<file path="config.mk">
export PLATFORM = sky130hd
export DESIGN_NAME = seq_detect_ctrl_flat
export DESIGN_NICKNAME = d
export VERILOG_FILES = /design/src/rtl/seq_detect_pkg.sv /design/src/rtl/seq_detect_if.sv /design/src/rtl/seq_shift_matcher.sv /design/src/rtl/seq_detect_ctrl.sv /design/src/flat_wrapper.sv
export SDC_FILE = /design/constraint.sdc
export NUM_CORES = 1
export LEC_CHECK = 0
export CORE_MARGIN = 2
export CORE_UTILIZATION = 35
export CTS_CLUSTER_DIAMETER = 50
export DETAILED_ROUTE_END_ITERATION = 16
export PLACE_DENSITY = 0.67
export SYNTH_ARGS = -nofsm -noshare
export SYNTH_HDL_FRONTEND = slang
export SYNTH_SLANG_ARGS = --single-unit
export TNS_END_PERCENT = 20
</file>
<file path="constraint.sdc">
create_clock -name clk -period 3 [get_ports clk]
set_clock_uncertainty 0.1 [all_clocks]
set_input_delay 0.6 -clock clk [delete_from_list [all_inputs] [get_ports clk]]
set_output_delay 0.6 -clock clk [all_outputs]
set_load 0.005 [all_outputs]
</file>
<file path="src/rtl/seq_detect_pkg.sv">
// Shared definitions for the serial pattern detector: FSM encodings and default widths.
package seq_detect_pkg;

  localparam int unsigned DefPatW = 8;
  localparam int unsigned DefCntW = 8;

  // Wide enough to hold a length value of pat_w itself.
  function automatic int unsigned len_width(input int unsigned pat_w);
    return $clog2(pat_w + 1);
  endfunction

  localparam int unsigned DefLenW = len_width(DefPatW);

  typedef enum logic [1:0] {
    StIdle = 2'd0,
    StArm  = 2'd1,
    StRun  = 2'd2,
    StDone = 2'd3
  } state_e;

endpackage

</file>
<file path="src/rtl/seq_detect_if.sv">
// Config, control, serial input and status signals of the pattern detector.
interface seq_detect_if #(
  parameter int unsigned PAT_W = 8,
  parameter int unsigned CNT_W = 8,
  parameter int unsigned LEN_W = 4
);
  logic             cfg_we;
  logic [PAT_W-1:0] cfg_pattern;
  logic [LEN_W-1:0] cfg_len;
  logic             cfg_overlap;
  logic [CNT_W-1:0] cfg_thresh;
  logic             start;
  logic             abort;
  logic             din;
  logic             din_valid;
  logic             match;
  logic [CNT_W-1:0] match_cnt;
  logic             busy;
  logic             done;
  logic             cfg_err;

  modport master (
    output cfg_we, cfg_pattern, cfg_len, cfg_overlap, cfg_thresh,
    output start, abort, din, din_valid,
    input  match, match_cnt, busy, done, cfg_err
  );

  modport slave (
    input  cfg_we, cfg_pattern, cfg_len, cfg_overlap, cfg_thresh,
    input  start, abort, din, din_valid,
    output match, match_cnt, busy, done, cfg_err
  );
endinterface

</file>
<file path="src/rtl/seq_shift_matcher.sv">
// History shift register and fill counter; flags a hit when the bit being shifted in
// completes the masked pattern.
module seq_shift_matcher #(
  parameter int unsigned PAT_W = 8,
  parameter int unsigned LEN_W = 4
) (
  input  logic             clk,
  input  logic             rst,
  input  logic             clear,
  input  logic             shift,
  input  logic             din,
  input  logic [PAT_W-1:0] pattern,
  input  logic [LEN_W-1:0] len,
  input  logic             overlap,
  output logic             hit
);

  logic [PAT_W-1:0] hist_q, hist_d, mask;
  logic [LEN_W-1:0] fill_q, fill_d;
  logic [LEN_W:0]   fill_inc;
  logic             filled;

  always_comb begin
    hist_d   = {hist_q[PAT_W-2:0], din};
    fill_inc = {1'b0, fill_q} + {{LEN_W{1'b0}}, 1'b1};
    filled   = (fill_inc >= {1'b0, len});
    for (int unsigned i = 0; i < PAT_W; i++) begin
      mask[i] = (i < 32'(len));
    end
    hit    = shift && filled && (((hist_d ^ pattern) & mask) == '0);
    fill_d = filled ? len : fill_inc[LEN_W-1:0];
    // Non-overlapping mode needs a full fresh pattern after every hit.
    if (hit && !overlap) begin
      fill_d = '0;
    end
  end

  always_ff @(posedge clk) begin
    if (rst || clear) begin
      hist_q <= '0;
      fill_q <= '0;
    end else if (shift) begin
      hist_q <= hist_d;
      fill_q <= fill_d;
    end
  end

endmodule

</file>
<file path="src/rtl/seq_detect_ctrl.sv">
// Programmable serial pattern detector controller: cfg registers, IDLE/ARM/RUN/DONE
// sequencing, match counter and registered status outputs.
module seq_detect_ctrl
  import seq_detect_pkg::*;
#(
  parameter int unsigned PAT_W = DefPatW,
  parameter int unsigned CNT_W = DefCntW,
  parameter int unsigned LEN_W = DefLenW
) (
  input logic        clk,
  input logic        rst,
  seq_detect_if.slave bus
);

  state_e           state_q;
  logic [PAT_W-1:0] cfg_pattern_q;
  logic [LEN_W-1:0] cfg_len_q;
  logic             cfg_overlap_q;
  logic [CNT_W-1:0] cfg_thresh_q;
  logic [CNT_W-1:0] match_cnt_q;
  logic             match_q, busy_q, done_q, cfg_err_q;

  logic cfg_legal, arm_go, clear, shift, hit, cnt_last;

  always_comb begin
    cfg_legal = (cfg_len_q != '0) && (cfg_len_q <= LEN_W'(PAT_W)) && (cfg_thresh_q != '0);
    arm_go    = !bus.abort && bus.start &&
                (((state_q == StIdle) && cfg_legal) || (state_q == StDone));
    clear     = arm_go || (state_q == StArm);
    // abort blocks the shift so a completing bit is neither matched nor counted.
    shift     = (state_q == StRun) && bus.din_valid && !bus.abort;
    cnt_last  = ((match_cnt_q + CNT_W'(1)) == cfg_thresh_q);
  end

  seq_shift_matcher #(
    .PAT_W(PAT_W),
    .LEN_W(LEN_W)
  ) u_matcher (
    .clk    (clk),
    .rst    (rst),
    .clear  (clear),
    .shift  (shift),
    .din    (bus.din),
    .pattern(cfg_pattern_q),
    .len    (cfg_len_q),
    .overlap(cfg_overlap_q),
    .hit    (hit)
  );

  always_ff @(posedge clk) begin
    if (rst) begin
      state_q       <= StIdle;
      cfg_pattern_q <= '0;
      cfg_len_q     <= '0;
      cfg_overlap_q <= 1'b0;
      cfg_thresh_q  <= '0;
      match_cnt_q   <= '0;
      match_q       <= 1'b0;
      busy_q        <= 1'b0;
      done_q        <= 1'b0;
      cfg_err_q     <= 1'b0;
    end else begin
      match_q   <= 1'b0;
      cfg_err_q <= 1'b0;
      if (bus.abort) begin
        state_q <= StIdle;
        busy_q  <= 1'b0;
        done_q  <= 1'b0;
      end else begin
        unique case (state_q)
          StIdle: begin
            if (bus.cfg_we) begin
              cfg_pattern_q <= bus.cfg_pattern;
              cfg_len_q     <= bus.cfg_len;
              cfg_overlap_q <= bus.cfg_overlap;
              cfg_thresh_q  <= bus.cfg_thresh;
            end
            if (bus.start) begin
              if (arm_go) begin
                state_q     <= StArm;
                busy_q      <= 1'b1;
                match_cnt_q <= '0;
              end else begin
                cfg_err_q <= 1'b1;
              end
            end
          end
          StArm: begin
            state_q <= StRun;
          end
          StRun: begin
            if (hit) begin
              match_q     <= 1'b1;
              match_cnt_q <= match_cnt_q + CNT_W'(1);
              if (cnt_last) begin
                state_q <= StDone;
                busy_q  <= 1'b0;
                done_q  <= 1'b1;
              end
            end
          end
          StDone: begin
            if (bus.start) begin
              state_q     <= StArm;
              busy_q      <= 1'b1;
              done_q      <= 1'b0;
              match_cnt_q <= '0;
            end
          end
          default: begin
            state_q <= StIdle;
            busy_q  <= 1'b0;
            done_q  <= 1'b0;
          end
        endcase
      end
    end
  end

  assign bus.match     = match_q;
  assign bus.match_cnt = match_cnt_q;
  assign bus.busy      = busy_q;
  assign bus.done      = done_q;
  assign bus.cfg_err   = cfg_err_q;

endmodule
</file>
<file path="src/flat_wrapper.sv">
// flat-port wrapper written by rule: the top's interface ports become plain ports
module seq_detect_ctrl_flat import seq_detect_pkg::*;
#(
  parameter int unsigned PAT_W = DefPatW,
  parameter int unsigned CNT_W = DefCntW,
  parameter int unsigned LEN_W = DefLenW
)
  (clk, rst, bus_cfg_we, bus_cfg_pattern, bus_cfg_len, bus_cfg_overlap, bus_cfg_thresh, bus_start, bus_abort, bus_din, bus_din_valid, bus_match, bus_match_cnt, bus_busy, bus_done, bus_cfg_err);
  seq_detect_if #(.PAT_W(PAT_W), .CNT_W(CNT_W), .LEN_W(LEN_W)) bus_i ();
  input logic clk;
  input logic rst;
  input wire logic [$bits(bus_i.cfg_we)-1:0] bus_cfg_we;
  input wire logic [$bits(bus_i.cfg_pattern)-1:0] bus_cfg_pattern;
  input wire logic [$bits(bus_i.cfg_len)-1:0] bus_cfg_len;
  input wire logic [$bits(bus_i.cfg_overlap)-1:0] bus_cfg_overlap;
  input wire logic [$bits(bus_i.cfg_thresh)-1:0] bus_cfg_thresh;
  input wire logic [$bits(bus_i.start)-1:0] bus_start;
  input wire logic [$bits(bus_i.abort)-1:0] bus_abort;
  input wire logic [$bits(bus_i.din)-1:0] bus_din;
  input wire logic [$bits(bus_i.din_valid)-1:0] bus_din_valid;
  output wire logic [$bits(bus_i.match)-1:0] bus_match;
  output wire logic [$bits(bus_i.match_cnt)-1:0] bus_match_cnt;
  output wire logic [$bits(bus_i.busy)-1:0] bus_busy;
  output wire logic [$bits(bus_i.done)-1:0] bus_done;
  output wire logic [$bits(bus_i.cfg_err)-1:0] bus_cfg_err;
  assign bus_i.cfg_we = bus_cfg_we;
  assign bus_i.cfg_pattern = bus_cfg_pattern;
  assign bus_i.cfg_len = bus_cfg_len;
  assign bus_i.cfg_overlap = bus_cfg_overlap;
  assign bus_i.cfg_thresh = bus_cfg_thresh;
  assign bus_i.start = bus_start;
  assign bus_i.abort = bus_abort;
  assign bus_i.din = bus_din;
  assign bus_i.din_valid = bus_din_valid;
  assign bus_match = bus_i.match;
  assign bus_match_cnt = bus_i.match_cnt;
  assign bus_busy = bus_i.busy;
  assign bus_done = bus_i.done;
  assign bus_cfg_err = bus_i.cfg_err;
  seq_detect_ctrl #(.PAT_W(PAT_W), .CNT_W(CNT_W), .LEN_W(LEN_W)) u_core (.clk(clk), .rst(rst), .bus(bus_i));
endmodule
</file>
==> metrics, run 1 <==
row cnt 31; CTS tree done; setup total negative slack 0 ps; share of flip-flops with an asynchronous set or reset 0%; Starting Density 35.8%; GRT Max-Usage Layer met2; initial antenna violation count 0; worst r2r path cells 9; met2 Use GR 25.9%; layout cells sized above 1 just under 8%; most used flip-flop cell after synthesis dfxtp_1; largest family of logic cells by synthesized area simple AND/OR/NAND/NOR gates; crit path max-delay cell type or4_1; # hold bufs at CTS 0; Clock Latency Late Sink between 300 and 400 ps; Final Hold Violating Endpoints 0; # fillers approximately 760; global-route wire length before repair between 10000 and 15000 um; Post-DRT Antenna Nets 0; largest net degree at the start of global routing 34; mux share of post-synthesis cell area 1.55%; Post-synth EDFFs 0; Setup Buffers After CTS 0; Die Width roughly 90 um; total clock sinks 46; 1st-iter DRT viols 348; cts repair resizes 0; crit path to u_core.bus.match_cnt[5]$_SDFFE_PP0P_; launch point of the worst path u_core.u_matcher.fill_q[0]$_SDFFE_PP0P_; Remaining DRCs 0; fin util 44.4%; Num CTS Buffers 5; GR Util met3 under 10%; post-layout min period approximately 2600 ps; Placed Cells 458; final WL 6370 um; number of global-route vias before repair roughly 2300; Synth Area in XOR/XNOR between 5 and 6%; Via density between 5 and 6; endpoints failing setup 0; Mapped Avg Cell Area slightly below 8 um^2; Critical Path, Cell by Cell ha_1, xor2_1, ha_1, a2111oi_0, buf_4, o21ai_2, nand3_4, or4_1, a21oi_1; Slew Viols, Final 0; Die H about 90 um; FF-to-FF End u_core.bus.match_cnt[5]$_SDFFE_PP0P_; WL/cell roughly 14 um; ANT cells 0; Leakage Power 1.14 nW; final net count approximately 410; met1 Usage GRT 21.4%; RSZ-0062 raised after global routing no; simple-gate share of the synthesized area between 20 and 30%; area of the die about 8100 um^2; synthesized area between 2000 and 3000 um^2; Crit. End Element register; WP buf/inv 1; Yosys warnings 0; slew margin rel. 65.9%; Setup WS pre-CTS approximately 100 ps; Worst path depth 9; critical path's largest stage delay 500 ps; CP Class reg -> reg; achievable clock frequency slightly below 0.4 GHz; Worst-path clk slew about 100 ps; RR Startpoint u_core.u_matcher.fill_q[0]$_SDFFE_PP0P_; Yosys reg bits 46; Vias between 2000 and 2500; Longest Clk Path Bufs 2; Tcrit/Tclk final 86.7%; IO buf count 39; startpoint types register; H-Tree Depth 2; Largest delay share family, worst path simple AND/OR/NAND/NOR gates; CP most frequent cell ha_1; Global Route Usage Sum around 16%; Synthesized Nets ~370; area occupied by multi-input gates 1530 um^2; post-DP HPWL between 4000 and 5000 um; Tightest Hold Check Type reg -> reg; Distinct cells, synth around 50; adder-cell area share of the yosys netlist around 5.7%; Maximum Capacitance Violations 0; core footprint slightly above 7000 um^2; Layout area overhead 23.9%; Critical Path RT approximately 3100 ps; gr ovfl total 0; Power Density 381 nW/um^2; status finished clean; Worst EP arrival between 2000 and 3000 ps; crit path max fanout 9; non-filler instance count after layout 466; Clk Tree Root Cell clkbuf_8; peak supply drop approximately 0.00021 V; drt first pass iters 4; Synth Area in Compound Gates a little over a fifth; Final WS setup roughly 400 ps; register area share after synthesis 35.7%; I/O Pins 40; cell count after synthesis ~330; reg2reg setup slack ~400 ps; sequential cell area roughly 920 um^2; Placer Congestion approximately 0.9; worst-margin pin slew 504 ps
==> state kept, by name (all words and copies together), names as in the netlist <==
name and count:
u_core.bus.done 1, u_core.bus.busy 1, u_core.u_matcher.hist_q 7, u_core.cfg_len_q 4, u_core.bus.match_cnt 8, u_core.state_q 2, u_core.cfg_overlap_q 1, u_core.u_matcher.fill_q 4
u_core.cfg_thresh_q 8, u_core.cfg_pattern_q 8, u_core.bus.match 1, u_core.bus.cfg_err 1
==> cell usage after synthesis, types with 2 or more instances <==
master    instances  area (um^2)
a211o_1           3         26.3
a211oi_1          2         15.0
a21oi_1          42          210
a311oi_1          2         17.5
a31oi_1           4         25.0
a41oi_1           2         17.5
and3_1            3         18.8
and4_1            2         17.5
clkbuf_1         18         67.6
dfxtp_1          46          921
ha_1             11          138
inv_1            11         41.3
mux2i_1           4         40.0
nand2_1          70          263
nand2b_1          3         18.8
nand3_1           9         45.0
nor2_1           13         48.8
nor3_1            5         25.0
nor3b_1           2         15.0
nor4_1            3         18.8
o211ai_1          4         30.0
o21a_1            2         15.0
o21ai_0           9         45.0
o31ai_1           6         45.0
or2_2             2         12.5
or3_1             6         37.5
or4_1             7         52.6
xnor2_1          10         87.6
xor2_1            7         61.3
==> stage by stage <==
| step | power, mW | cell area [um^2] | hold slack [ps] |
|---|---|---|---|
| after floorplan | 0.740 | 2580 | 348 |
| after global placement | 0.805 | 3100 | 350 |
| after detailed placement | 0.807 | 3100 | 361 |
| after CTS | 1.23 | 3200 | 375 |
| after global routing | 1.27 | 3200 | 394 |
| final | 1.22 | 3200 | 367 |
==> where the power goes <==
group          internal [mW]  switching, mW
Clock                  0.175          0.251
Combinational         0.0773         0.0763
Sequential             0.625         0.0151
Total                  0.877          0.342
==> per-layer routing <==
layer	up-vias	wire (um)
met2	69	2930
met3	2	288
met5	-	0
met1	1117	3110
li1	1229	-
met4	0	33
==> final cells by class <==
cell class | count | share of cell area [%]
multi-input cells | 250 | 47.9
repair buffers | 51 | 15.0
clock buffers | 5 | 2.15
flip-flops and latches | 46 | 28.8
well taps | 99 | 3.87
clock inverters | 3 | 0.899
inverters | 12 | 1.41
==> logic make-up after synthesis <==
family	count (synthesis)
AO/OA/AOI/OAI	85
XOR/XNOR	17
adder cells (fa/ha/maj)	12
buffers and inverters	32
flip-flops	46
multiplexers	4
AND/OR/NAND/NOR	132
==> worst register-to-register path, stage by stage, from the launching register on <==
cell	delay, ps
dfxtp_1	420
ha_1	210
xor2_1	220
ha_1	200
a2111oi_0	70
buf_4	150
o21ai_2	330
nand3_4	180
or4_1	500
a21oi_1	160
==> cell usage in the layout (no fill, tap or decap), types with 5 or more instances in the layout <==
| master | instances |
|---|---|
| o21ai_0 | 9 |
| xor2_1 | 7 |
| a21oi_1 | 42 |
| nor2_1 | 13 |
| nand3_1 | 9 |
| ha_1 | 11 |
| inv_1 | 11 |
| dfxtp_1 | 46 |
| or4_1 | 7 |
| nor3_1 | 5 |
| nand2_1 | 70 |
| o31ai_1 | 6 |
| clkbuf_8 | 5 |
| xnor2_1 | 10 |
| or3_1 | 6 |
| buf_4 | 12 |
| clkdlybuf4s50_1 | 39 |
==> worst min path at each step <==
stage | slack [ps] | end | cells past startpoint | from
2_1_floorplan | 350 | u_core.cfg_pattern_q[0]$_SDFFE_PP0P_ | 2 | u_core.cfg_pattern_q[0]$_SDFFE_PP0P_
3_3_place_gp | 350 | u_core.bus.done$_SDFFE_PP0P_ | 2 | u_core.bus.done$_SDFFE_PP0P_
3_5_place_dp | 360 | u_core.bus.done$_SDFFE_PP0P_ | 2 | u_core.bus.done$_SDFFE_PP0P_
4_1_cts | 370 | u_core.bus.done$_SDFFE_PP0P_ | 2 | u_core.bus.done$_SDFFE_PP0P_
5_1_grt | 390 | u_core.cfg_pattern_q[2]$_SDFFE_PP0P_ | 2 | u_core.cfg_pattern_q[2]$_SDFFE_PP0P_
6_report | 370 | u_core.bus.done$_SDFFE_PP0P_ | 2 | u_core.bus.done$_SDFFE_PP0P_
Power figures use the tool's default switching activity.
==> run 2, diff against run 1 <==
Settings changed: DONT_BUFFER_PORTS from default to 1, PLACE_DENSITY 0.67 to 0.6.
==> run 2 against run 1 <==
  * Power down 6.3%
  * Design area down 14%
  * Die area unchanged
  * Sequential share of layout area up 4.6 points
  * Global-route usage up 0.053 points
  * Cell count down 9.7%
  * Largest cell class unchanged
==> metrics, run 2 (same netlist as run 1, synthesis figures left out) <==
worst-margin pin slew 575 ps (was 504 ps); Die H 89.9 um (unchanged); hold_ws 258 ps (was 367 ps); layout cells sized above 1 7.14% (was 7.90%); gr ovfl total 0 (unchanged); initial antenna violation count 0 (unchanged); 1st-iter DRT viols 108 (was 348); RSZ-0062 raised after global routing no (unchanged); largest net degree at the start of global routing 35 (was 34); ANT cells 0 (unchanged); Post-DRT Antenna Nets 0 (unchanged); drt first pass iters 4 (unchanged); I/O Pins 40 (unchanged); crit path max fanout 10 (was 9); slew margin rel. 61.2% (was 65.9%); Global Route Usage Sum 15.8% (was 15.7%); Setup WS pre-CTS 306 ps (was 103 ps); endpoints failing setup 0 (unchanged); Final Hold Violating Endpoints 0 (unchanged); Critical Path RT 3140 ps (about the same); non-filler instance count after layout 421 (was 466); startpoint types register (unchanged); total power 1.14 mW (was 1.22 mW); Crit. End Element register (unchanged); post-DP HPWL 4630 um (was 4730 um); peak supply drop 0.000184 V (was 0.000214 V); number of global-route vias before repair 2106 (was 2301); Via density 5.46 (was 5.19); Slew Viols, Final 0 (unchanged); Worst EP arrival 2870 ps (was 2740 ps); row cnt 31 (unchanged); CTS tree done (unchanged); Worst-path clk slew 90 ps (was 100 ps); most common cell after layout, fill and taps aside nand2_1 (unchanged); CP Class reg -> reg (unchanged); global-route wire length before repair 10500 um (was 10700 um); Layout area overhead 6.98% (was 23.9%); Die Width 89.9 um (unchanged); WL/cell 14.9 um (was 13.7 um); IO buf count 0 (was 39); total clock sinks 46 (unchanged); Power Density 414 nW/um^2 (was 381 nW/um^2); Num CTS Buffers 5 (unchanged); Vias 2300 (was 2417); post-layout min period 2730 ps (was 2600 ps); Remaining DRCs 0 (unchanged); setup total negative slack 0 ps (unchanged); status finished clean (unchanged); Longest Clk Path Bufs 2 (unchanged); area of the die 8080 um^2 (unchanged); final net count 360 (was 405); core footprint 7210 um^2 (unchanged); Tightest Hold Check Type in -> reg (was reg -> reg); Leakage Power 0.961 nW (was 1.14 nW); # hold bufs at CTS 0 (unchanged); Setup Buffers After CTS 0 (unchanged); Clk Tree Root Cell clkbuf_8 (unchanged); cts repair resizes 0 (unchanged); final WL 6280 um (was 6370 um); Tcrit/Tclk final 91.1% (was 86.7%); Placed Cells 413 (was 458); Final WS setup 268 ps (was 399 ps); most frequent cells in the layout nand2_1 (70), dfxtp_1 (46), a21oi_1 (42) (unchanged); H-Tree Depth 2 (unchanged); achievable clock frequency 0.366 GHz (was 0.384 GHz); Clock Latency Late Sink 300 ps (was 310 ps); Placer Congestion 0.829 (was 0.884); Starting Density 35.8% (unchanged); Maximum Capacitance Violations 0 (unchanged)
## run 2: area by class of cell
type	instances	area, um^2
inverters	12	45.0
repair buffers	6	45.0
clock buffers	6	82.6
fillers	790	4450
flip-flops and latches	46	921
well taps	99	124
multi-input cells	250	1530
clock inverters	2	12.5
## run 2: path summary, 6_finish.rpt
kind                                          endpoint                                     from  slack (ps)  cells after the start
hold reg to reg   u_core.cfg_pattern_q[6]$_SDFFE_PP0P_     u_core.cfg_pattern_q[6]$_SDFFE_PP0P_         370                      2
setup / recovery  u_core.bus.match_cnt[5]$_SDFFE_PP0P_  u_core.u_matcher.fill_q[0]$_SDFFE_PP0P_         270                      9
hold / removal    u_core.cfg_pattern_q[2]$_SDFFE_PP0P_                                      rst         260                      1
setup reg to reg  u_core.bus.match_cnt[5]$_SDFFE_PP0P_  u_core.u_matcher.fill_q[0]$_SDFFE_PP0P_         270                      9
## run 2: through the flow
step	instance area, um^2	utilization, %
4_1_cts	2760	38.3
5_1_grt	2760	38.3
3_3_place_gp	2670	37.0
3_5_place_dp	2670	37.0
6_report	2760	38.3
2_1_floorplan	2580	-
## run 2: layer usage
metal  GRT usage (%)  vias up  part of all wire, %
li1                -     1153                    -
met1            21.5     1086                   48
met2            25.1       54                   45
met3            3.60        7                  5.7
met4            4.62        0                  1.5
met5               0        -                    0
## run 2: power breakdown
group / leakage (nW) / internal, mW / total (mW) / switching, mW
registers: 0.373 / 0.625 / 0.642 / 0.0174
logic: 0.540 / 0.0399 / 0.0957 / 0.0559
clock network: 0.0472 / 0.186 / 0.405 / 0.219
## run 2: critical path: stages, from the launching register on
cell and delay, ps:
dfxtp_1 410, ha_1 210, xor2_1 220, ha_1 200
a2111oi_0 70, buf_4 150, o21ai_2 430, nand3_4 220
or4_1 500, a21oi_1 160
==> run 3, diff against run 2 <==
Settings changed: ABC_CLOCK_PERIOD_IN_PS from default to 3000, PLACE_DENSITY 0.6 to default, PLACE_DENSITY_LB_ADDON from default to 0.1, SYNTH_HIERARCHICAL from default to 1.
==> run 3 against run 2 <==
  * Cell count decreased by 1.7%
  * Via count decreased by 6.3%
  * Hold slack gained 0.98 ps
  * Fmax down 1.9%
  * Wire length shrank 0.33%
  * Area after synthesis fell by 1.9%
  * Combinational power is 9.7% higher
  * Global-route usage increased by 0.80 points
==> metrics, run 3 <==
status finished clean (unchanged); worst-margin pin slew 548 ps (was 575 ps); achievable clock frequency 0.359 GHz (was 0.366 GHz); cell count after synthesis 312 (was 328); area of the die 7930 um^2 (was 8080 um^2); Die H 89.1 um (was 89.9 um); CP Class reg -> reg (unchanged); Remaining DRCs 0 (unchanged); endpoints failing setup 0 (unchanged); register area share after synthesis 36.4% (was 35.7%); adder-cell area share of the yosys netlist 5.43% (was 5.72%); Tightest Hold Check Type in -> reg (unchanged); Maximum Capacitance Violations 0 (unchanged); startpoint types register (unchanged); Clk Tree Root Cell clkbuf_8 (unchanged); Final Hold Violating Endpoints 0 (unchanged); Longest Clk Path Bufs 2 (unchanged); core footprint 7140 um^2 (was 7210 um^2); Hold Startpoint rst (unchanged); Vias 2154 (was 2300); Critical Path, Cell by Cell inv_1, ha_1, inv_2, nor3b_2, o21ai_0, or3_4, nor3_4, o22ai_2, a2111oi_4, nand2_2, or3_1, a21oi_1 (was ha_1, xor2_1, ha_1, a2111oi_0, buf_4, o21ai_2, nand3_4, or4_1, a21oi_1); WL/cell 15.1 um (was 14.9 um); Synthesized Nets 351 (was 367); Setup WS pre-CTS 217 ps (was 306 ps); Post-synth EDFFs 0 (unchanged); critical path's largest stage delay 370 ps (was 500 ps); Placer Congestion 0.803 (was 0.829); share of flip-flops with an asynchronous set or reset 0% (unchanged); I/O Pins 40 (unchanged); Yosys warnings 6 (was 0); Tcrit/Tclk final 92.8% (was 91.1%); global-route wire length before repair 10200 um (was 10500 um); Crit. End Element register (unchanged); Synth Area in XOR/XNOR 7.26% (was 5.77%); mux share of post-synthesis cell area 5.58% (was 1.55%); crit path max fanout 5 (was 10); Distinct cells, synth 48 (was 49); 1st-iter DRT viols 104 (was 108); Worst EP arrival 2920 ps (was 2870 ps); top area cells in the synthesized netlist dfxtp_1 (36%), nand2_1 (10%), a21oi_1 (6.9%) (was dfxtp_1 (36%), nand2_1 (10%), a21oi_1 (8.1%)); Mapped Avg Cell Area 8.12 um^2 (was 7.87 um^2); post-layout min period 2790 ps (was 2730 ps); Leakage Power 0.950 nW (was 0.961 nW); setup total negative slack 0 ps (unchanged); FF-to-FF End u_core/bus.match_cnt[5]$_SDFFE_PP0P_ (was u_core.bus.match_cnt[5]$_SDFFE_PP0P_); Power Density 414 nW/um^2 (about the same); row cnt 31 (unchanged); Yosys reg bits 46 (unchanged); Global Route Usage Sum 16.6% (was 15.8%); Psw 315 uW (was 293 uW); Final WS setup 215 ps (was 268 ps); Worst-path clk slew 100 ps (was 90 ps); worst r2r path cells 12 (was 9); layout cells sized above 1 10.5% (was 7.14%); Logic pwr share 9.1% (was 8.4%); total clock sinks 46 (unchanged); IO buf count 0 (unchanged); largest net degree at the start of global routing 35 (unchanged); initial antenna violation count 0 (unchanged); Clock Latency Late Sink 300 ps (about the same); gr ovfl total 0 (unchanged); crit path max-delay cell type or3_4 (was or4_1); peak supply drop 0.000184 V (about the same); post-DP HPWL 4490 um (was 4630 um); WHS Path Cells 1 (unchanged); final WL 6260 um (was 6280 um); Num CTS Buffers 5 (unchanged); most used flip-flop cell after synthesis dfxtp_1 (unchanged); reg2reg setup slack 210 ps (was 270 ps); most frequent cells in the layout nand2_1 (68), dfxtp_1 (45), a21oi_1 (35) (was nand2_1 (70), dfxtp_1 (46), a21oi_1 (42)); Via density 5.20 (was 5.46); # fillers 765 (was 790); largest family of logic cells by synthesized area simple AND/OR/NAND/NOR gates (unchanged); simple-gate share of the synthesized area 23.8% (was 25.0%); CTS tree done (unchanged); drt first pass iters 5 (was 4); Starting Density 35.5% (was 35.8%); Endpoint, Worst Hold u_core/cfg_len_q[1]$_SDFFE_PP0P_ (was u_core.cfg_pattern_q[2]$_SDFFE_PP0P_); Largest delay share family, worst path simple AND/OR/NAND/NOR gates (unchanged); slew margin rel. 63.4% (was 61.2%); RSZ-0062 raised after global routing no (unchanged); Post-synth top cells nand2_1 (68), dfxtp_1 (46), a21oi_1 (35) (was nand2_1 (70), dfxtp_1 (46), a21oi_1 (42)); cell internal pwr 839 uW (was 850 uW); top-count cell post-synth nand2_1 (unchanged); Slew Viols, Final 0 (unchanged); final net count 353 (was 360); Synth Area in Compound Gates 18.0% (was 21.3%); Clk network pwr share 35.1% (was 35.4%); Sw Share 27.3% (was 25.6%); Synth area leader dfxtp_1 (unchanged); share of the synthesized area in the top cell type 36.4% (was 35.7%); Critical Path RT 3140 ps (about the same); synthesized area 2530 um^2 (was 2580 um^2); Die Width 89.1 um (was 89.9 um); most common cell after layout, fill and taps aside nand2_1 (unchanged); sequential share of power 55.8% (was 56.2%); H-Tree Depth 2 (unchanged); Post-DRT Antenna Nets 0 (unchanged); WP buf/inv 2 (was 1); ANT cells 0 (unchanged); number of global-route vias before repair 2015 (was 2106); Layout area overhead 9.93% (was 6.98%); RR Startpoint u_core/state_q[0]$_SDFFE_PP0P_ (was u_core.u_matcher.fill_q[0]$_SDFFE_PP0P_)
-- run 3: routing by layer --
layer	vias to the layer above	global-route usage (%)	part of all wire [%]
met3	4	3.97	4.7
met5	-	0	0
met1	1007	21.9	48
met2	51	27.8	47
li1	1092	-	-
met4	0	3.26	0.40
-- run 3: cells by family (layout without fill, tap and decap cells) --
kind of cell	after synthesis	after routing
AOI/OAI and AO/OA	71	71
xor gates and xnor gates	21	21
adders and majority gates	11	11
buffers and inverters	23	26
DFF	46	46
muxes	14	14
and+or+nand+nor	126	126
-- run 3: layout make-up --
cell class	count	area, um^2	area share, %
Tap cell	99	124	4.45
Clock buffer	5	68.8	2.47
Timing Repair Buffer	9	67.6	2.43
Inverter	9	33.8	1.21
Clock inverter	3	25.0	0.899
Sequential cell	46	922	33.1
Multi-Input combinational cell	243	1540	55.4
-- run 3: power groups by stage --
stage / registers (mW) / clock network, mW / logic, mW
6_report: 0.644 / 0.405 / 0.105
5_1_grt: 0.646 / 0.454 / 0.118
4_1_cts: 0.644 / 0.424 / 0.107
3_5_place_dp: 0.658 / 0 / 0.106
3_3_place_gp: 0.658 / 0 / 0.106
2_1_floorplan: 0.652 / 0 / 0.0917
-- run 3: timing repair --
item                                    CTS  global route
setup buffers                             0             2
gates resized for setup                   0             1
endpoints found under the setup margin    0             3
hold buffers                              0             0
-- run 3: worst max path at each step --
stage / slack [ps] / start / end / cells after the start
finish: 210 / u_core/state_q[0]$_SDFFE_PP0P_ / u_core/bus.match_cnt[5]$_SDFFE_PP0P_ / 12
global route: 2 / u_core/state_q[0]$_SDFFE_PP0P_ / u_core/bus.match_cnt[5]$_SDFFE_PP0P_ / 12
CTS: 190 / u_core/state_q[0]$_SDFFE_PP0P_ / u_core/bus.match_cnt[5]$_SDFFE_PP0P_ / 12
detailed placement: 220 / u_core/state_q[0]$_SDFFE_PP0P_ / u_core/bus.match_cnt[4]$_SDFFE_PP0P_ / 12
global placement: 240 / u_core/u_matcher/fill_q[0]$_SDFFE_PP0P_ / u_core/bus.match_cnt[5]$_SDFFE_PP0P_ / 11
floorplan: 1 / u_core/state_q[0]$_SDFFE_PP0P_ / u_core/bus.match_cnt[5]$_SDFFE_PP0P_ / 14
-- run 3: per-stage QoR --
stage / hold WS (ps) / instance area (um^2) / cells / util, % / total power [mW]
global placement: 352 / 2670 / 404 / 37.5 / 0.764
global route: 231 / 2780 / 414 / 39.0 / 1.22
CTS: 243 / 2770 / 412 / 38.8 / 1.18
floorplan: 350 / 2550 / 312 / - / 0.744
finish: 259 / 2780 / 414 / 39.0 / 1.15
detailed placement: 362 / 2670 / 404 / 37.5 / 0.764
